**src/rtl/popcount_sched.sv**
```systemverilog
// popcount_sched: two requesters share one 4-bit ones-counter slice; words are
// streamed LSB nibble first and the count is returned tagged with the owner id.
// Optional: define POPCOUNT_SCHED_MAJORITY_EN to add the registered res_major output.
module popcount_sched #(
   parameter  int unsigned NIBBLES = 4,
   localparam int unsigned DW      = 4 * NIBBLES,
   localparam int unsigned CW      = $clog2(4 * NIBBLES + 1)
) (
   input  logic          clk,
   input  logic          rst_n,
   input  logic          ena,
   input  logic          req0_valid,
   input  logic [DW-1:0] req0_data,
   output logic          req0_ready,
   input  logic          req1_valid,
   input  logic [DW-1:0] req1_data,
   output logic          req1_ready,
   output logic          res_valid,
   input  logic          res_ready,
   output logic [CW-1:0] res_count,
   output logic          res_id
`ifdef POPCOUNT_SCHED_MAJORITY_EN
   ,
   output logic          res_major
`endif
);

   localparam int unsigned IW = (NIBBLES > 1) ? $clog2(NIBBLES) : 1;

   typedef enum logic [1:0] {
      IDLE = 2'd0,
      RUN  = 2'd1,
      DONE = 2'd2
   } state_t;

   state_t        state;
   state_t        state_nx;
   logic [DW-1:0] shreg;
   logic [CW-1:0] acc;
   logic [IW-1:0] idx;
   logic          ptr;
   logic          id_reg;

   logic          grant_c;
   logic          load_c;
   logic          step_c;
   logic          finish_c;
   logic          consume_c;
   logic [4:0]    onehot_c;
   logic [2:0]    enc_c;
   logic [CW-1:0] sum_c;

   // Shared ones-counter slice: one-hot result, bit k set when the nibble holds k ones.
   function automatic logic [4:0] slice_onehot(input logic [3:0] nib);
      logic [2:0] ones;
      ones = 3'(nib[0]) + 3'(nib[1]) + 3'(nib[2]) + 3'(nib[3]);
      return 5'(1) << ones;
   endfunction

   // One-hot to binary; anything not one-hot is treated as zero ones.
   function automatic logic [2:0] onehot_enc(input logic [4:0] oh);
      logic [2:0] val;
      case (oh)
         5'b00001: val = 3'd0;
         5'b00010: val = 3'd1;
         5'b00100: val = 3'd2;
         5'b01000: val = 3'd3;
         5'b10000: val = 3'd4;
         default:  val = 3'd0;
      endcase
      return val;
   endfunction

   always_comb begin
      onehot_c = slice_onehot(shreg[3:0]);
      enc_c    = onehot_enc(onehot_c);
      sum_c    = acc + CW'(enc_c);
   end

   // State register.
   always_ff @(posedge clk) begin
      if (!rst_n) begin
         state <= IDLE;
      end else begin
         state <= state_nx;
      end
   end

   // Next-state logic; everything freezes while ena is low.
   always_comb begin
      state_nx = state;
      if (ena) begin
         case (state)
            IDLE:    if (load_c)    state_nx = RUN;
            RUN:     if (finish_c)  state_nx = DONE;
            DONE:    if (consume_c) state_nx = IDLE;
            default: state_nx = IDLE;
         endcase
      end
   end

   // Output / control decode. Round-robin: on a tie grant the side not granted last.
   always_comb begin
      grant_c    = req1_valid & (~req0_valid | ~ptr);
      req0_ready = 1'b0;
      req1_ready = 1'b0;
      load_c     = 1'b0;
      step_c     = 1'b0;
      finish_c   = 1'b0;
      consume_c  = 1'b0;
      if (ena) begin
         case (state)
            IDLE: begin
               req0_ready = req0_valid & ~grant_c;
               req1_ready = req1_valid & grant_c;
               load_c     = req0_ready | req1_ready;
            end
            RUN: begin
               step_c   = 1'b1;
               finish_c = (idx == IW'(NIBBLES - 1));
            end
            DONE: begin
               consume_c = res_ready;
            end
            default: ;
         endcase
      end
   end

   // Datapath and result registers.
   always_ff @(posedge clk) begin
      if (!rst_n) begin
         shreg     <= '0;
         acc       <= '0;
         idx       <= '0;
         ptr       <= 1'b1;
         id_reg    <= 1'b0;
         res_valid <= 1'b0;
         res_count <= '0;
         res_id    <= 1'b0;
      end else begin
         if (load_c) begin
            shreg  <= grant_c ? req1_data : req0_data;
            id_reg <= grant_c;
            ptr    <= grant_c;
            acc    <= '0;
            idx    <= '0;
         end
         if (step_c) begin
            acc   <= sum_c;
            shreg <= shreg >> 4;
            idx   <= idx + IW'(1);
         end
         if (finish_c) begin
            res_valid <= 1'b1;
            res_count <= sum_c;
            res_id    <= id_reg;
         end
         if (consume_c) begin
            res_valid <= 1'b0;
         end
      end
   end

`ifdef POPCOUNT_SCHED_MAJORITY_EN
   // Strict majority of ones, captured with the final sum.
   always_ff @(posedge clk) begin
      if (!rst_n) begin
         res_major <= 1'b0;
      end else if (finish_c) begin
         res_major <= (sum_c > CW'(2 * NIBBLES));
      end
   end
`endif

endmodule

```
**config.mk**
```make
export PLATFORM = sky130hd
export DESIGN_NAME = popcount_sched
export DESIGN_NICKNAME = d
export VERILOG_FILES = /design/src/rtl/popcount_sched.sv
export SDC_FILE = /design/constraint.sdc
export NUM_CORES = 1
export LEC_CHECK = 0
export CAP_MARGIN = 10
export CORE_MARGIN = 4
export CORE_UTILIZATION = 50
export CTS_BUF_LIST = sky130_fd_sc_hd__clkbuf_16
export CTS_CLUSTER_DIAMETER = 150
export DETAILED_ROUTE_END_ITERATION = 10
export GPL_TIMING_DRIVEN = 0
export PLACE_DENSITY = 0.82
export REMOVE_ABC_BUFFERS = 1
export SYNTH_ARGS = -nofsm -noshare
export SYNTH_HDL_FRONTEND = slang
export SYNTH_SLANG_ARGS = --single-unit
```
**constraint.sdc**
```tcl
create_clock -name clk -period 7.45 [get_ports clk]
set_input_delay 1.8625 -clock clk [delete_from_list [all_inputs] [get_ports clk]]
set_output_delay 1.8625 -clock clk [all_outputs]
set_load 0.1 [all_outputs]
```
==> flow_summary.json <==
{
  "asyncSetResetFlopFracSynth_pct": 0,
  "max_slew.worst_pin.slew_ns": 1.06,
  "final_antenna_violating_net_count": 0,
  "postPlaceCellArea_mm2": 0.00221,
  "timing_max_transition_violations_final": 0,
  "netlist.area_leader.share_pct": 38.9,
  "netlist_instances": 194,
  "globalRouteOverflowTotal": 0,
  "post_synth_most_frequent_cells": "sky130_fd_sc_hd__dfxtp_1 (34), sky130_fd_sc_hd__nand2_1 (24), sky130_fd_sc_hd__nand3_1 (19)",
  "setup_viol": 0,
  "hold_path_class": "flop to flop",
  "avgSynthCellArea_um2": 9.02,
  "post_cts_setup_buffer_count": 0,
  "largest-register": "shreg",
  "grt_pass1_wl_mm": 6.33,
  "globalplace.congestion": 0.773,
  "largest_reg_flops": 16,
  "cts_tree": "built",
  "timing.critical_path.fanout_max": 6,
  "fp-row-count": 21,
  "worstRegToRegCells": 9,
  "seq_area_um2": 681,
  "cts_buffers": 5,
  "worstSetupStartpointType": "input port",
  "drc_violations_left": 0,
  "antenna_cells": 0,
  "synth_seq_cells": 34,
  "die-width_um": 67.2,
  "drive_above_1_share_pct": 5.93,
  "slew_headroom_pct": 29.0,
  "finish.instance_area_mm2": 0.00235,
  "achievable-frequency_mhz": 167,
  "post_synth_num_cell_types": 38,
  "syn-cell-area_mm2": 0.00175,
  "die_footprint_mm2": 0.00451,
  "timing.clock.skew_ns": 0.00315,
  "worstPathArrival_ns": 4.13,
  "p_leak_nw": 0.883,
  "cts.sinks": 34,
  "rsz0062_at_grt": "no",
  "hold-path-cell-count": 2,
  "clock_latency_on_the_worst_skew_pair_ns": 0.28,
  "final.fill_count": 286,
  "area_used_by_multi_input_combinational_logic_um2": 977,
  "setup.worst_path.class": "input port to output pin",
  "number_of_input_and_output_port_buffers_inserted": 46,
  "end_kind": "output pin",
  "cts.repair.resized": 0,
  "ctsLongestPathBuffers": 2,
  "synth.area.top_cells": "sky130_fd_sc_hd__dfxtp_1 (39%), sky130_fd_sc_hd__mux2i_1 (9.1%), sky130_fd_sc_hd__nand3_1 (5.4%), sky130_fd_sc_hd__nand2_1 (5.1%), sky130_fd_sc_hd__ha_1 (5.0%)",
  "placeableCoreArea_mm2": 0.00336,
  "detailedPlacementHpwl_mm": 2.75,
  "drt-pass1-iter-count": 4,
  "io-pin-count": 47,
  "synth.most_common_cell": "sky130_fd_sc_hd__dfxtp_1",
  "minimum_period_implied_by_the_final_worst_setup_slack_ns": 5.99,
  "yosysSeqAreaShare_pct": 38.9,
  "ctsHoldBuffers": 0,
  "vias_in_the_first_global_route": 1455,
  "edff_count_synth": 0,
  "area.growth.synth_to_final_pct": 34.4,
  "layout.nets": 282,
  "yosys_warnings": 0,
  "timing.final.hold_violations": 0,
  "grt_antenna_before_repair": 0,
  "maxCapViolCount": 0,
  "fp.dieH_um": 67.2,
  "via_per_inst": 5.50,
  "drt-total-wl_mm": 3.92,
  "global_route.usage.total_pct": 18.9,
  "initialDrtViolationCount": 81,
  "grt_start_max_net_pins": 31,
  "synth-main-ff-cell": "sky130_fd_sc_hd__dfxtp_1",
  "timing.hold.ws_ns": 0.459,
  "yosys.area.top_type": "sky130_fd_sc_hd__dfxtp_1",
  "drt-wirelength-per-cell_um": 13.9,
  "max_ir_drop_vdd_mv": 0.136,
  "final.period_utilization_pct": 80.4,
  "p_per_area_mw_per_mm2": 198,
  "clk_root_buffer_cell": "sky130_fd_sc_hd__clkbuf_16",
  "reg_top3": "shreg (16), acc (5), res_count (5)",
  "status": "complete, no violations",
  "worstPathRequired_ns": 5.59,
  "initial_cell_density_of_the_core_pct": 52.0,
  "cts.htree.levels": 2,
  "num_vias": 1552,
  "worst_setup_hold_path_clk_slew_ns": 0.05
}
## power breakdown
part	switching [mW]	total [mW]	internal (mW)
Combinational	0.0391	0.0781	0.0390
Clock	0.0711	0.192	0.121
Sequential	0.00551	0.197	0.191
## kinds of logic after synthesis
kind of cell | Yosys count | synth area share (%)
simple gates | 73 | 20.9
compound gates | 40 | 16.7
flops | 34 | 38.9
buf+inv | 19 | 5.50
mux | 16 | 9.15
fa+ha+maj | 9 | 7.29
xor+xnor | 3 | 1.50
## cells in the final DEF (no fill, tap or decap), types with 2 or more instances in the layout
cell type / instances
sky130_fd_sc_hd__nor2_1: 9
sky130_fd_sc_hd__nand4_1: 6
sky130_fd_sc_hd__o21ai_0: 5
sky130_fd_sc_hd__nand2_1: 24
sky130_fd_sc_hd__inv_1: 6
sky130_fd_sc_hd__or3_1: 4
sky130_fd_sc_hd__o221ai_1: 9
sky130_fd_sc_hd__clkbuf_16: 5
sky130_fd_sc_hd__mux2i_1: 16
sky130_fd_sc_hd__fa_1: 2
sky130_fd_sc_hd__clkdlybuf4s50_1: 46
sky130_fd_sc_hd__a31oi_1: 2
sky130_fd_sc_hd__ha_1: 7
sky130_fd_sc_hd__nand3_1: 19
sky130_fd_sc_hd__dfxtp_1: 34
sky130_fd_sc_hd__nand3b_1: 2
sky130_fd_sc_hd__o221ai_2: 3
sky130_fd_sc_hd__xnor2_1: 2
sky130_fd_sc_hd__a21oi_1: 11
sky130_fd_sc_hd__a211oi_1: 5
## layout make-up
type,instances,share of cell area (%)
Multi-Input combinational cell,141,41.5
Sequential cell,34,28.9
Timing Repair Buffer,48,20.4
Clock buffer,5,5.32
Tap cell,46,2.45
Inverter,5,0.798
Clock inverter,3,0.532
## path summary, 6_finish.rpt
check	start	end	slack (ns)
max	req1_valid	req1_ready	1.46
min	res_count[2]	res_count[2]	0.46
max reg2reg	shreg[0]	acc[4]	4.71
min reg2reg	res_count[2]	res_count[2]	0.46
## critical path, stage by stage
cell and delay [ns]:
sky130_fd_sc_hd__clkdlybuf4s50_1 0.50, sky130_fd_sc_hd__a21boi_2 0.39, sky130_fd_sc_hd__nand2_1 0.17, sky130_fd_sc_hd__inv_1 0.08, sky130_fd_sc_hd__clkdlybuf4s50_1 1.13
## layer usage
| layer | global-route usage [%] | share of wire, % |
|---|---|---|
| met2 | 30.9 | 50 |
| met4 | 9.11 | 1.7 |
| met1 | 22.2 | 45 |
| met3 | 5.99 | 3.3 |
| met5 | 0 | 0 |
## stage by stage
| stage | utilization, % | setup slack [ns] | setup TNS [ns] | cells | power (mW) |
|---|---|---|---|---|---|
| after CTS | 69.9 | 1.47 | 0 | 282 | 0.471 |
| final | 69.9 | 1.46 | 0 | 282 | 0.467 |
| after global routing | 69.9 | 1.39 | 0 | 282 | 0.487 |
| after global placement | 65.1 | -0.748 | -1.06 | 272 | 0.276 |
| after detailed placement | 65.8 | 1.47 | 0 | 274 | 0.279 |
| after floorplan | - | 0.723 | 0 | 180 | 0.244 |
(Power assumes the default switching activity.)
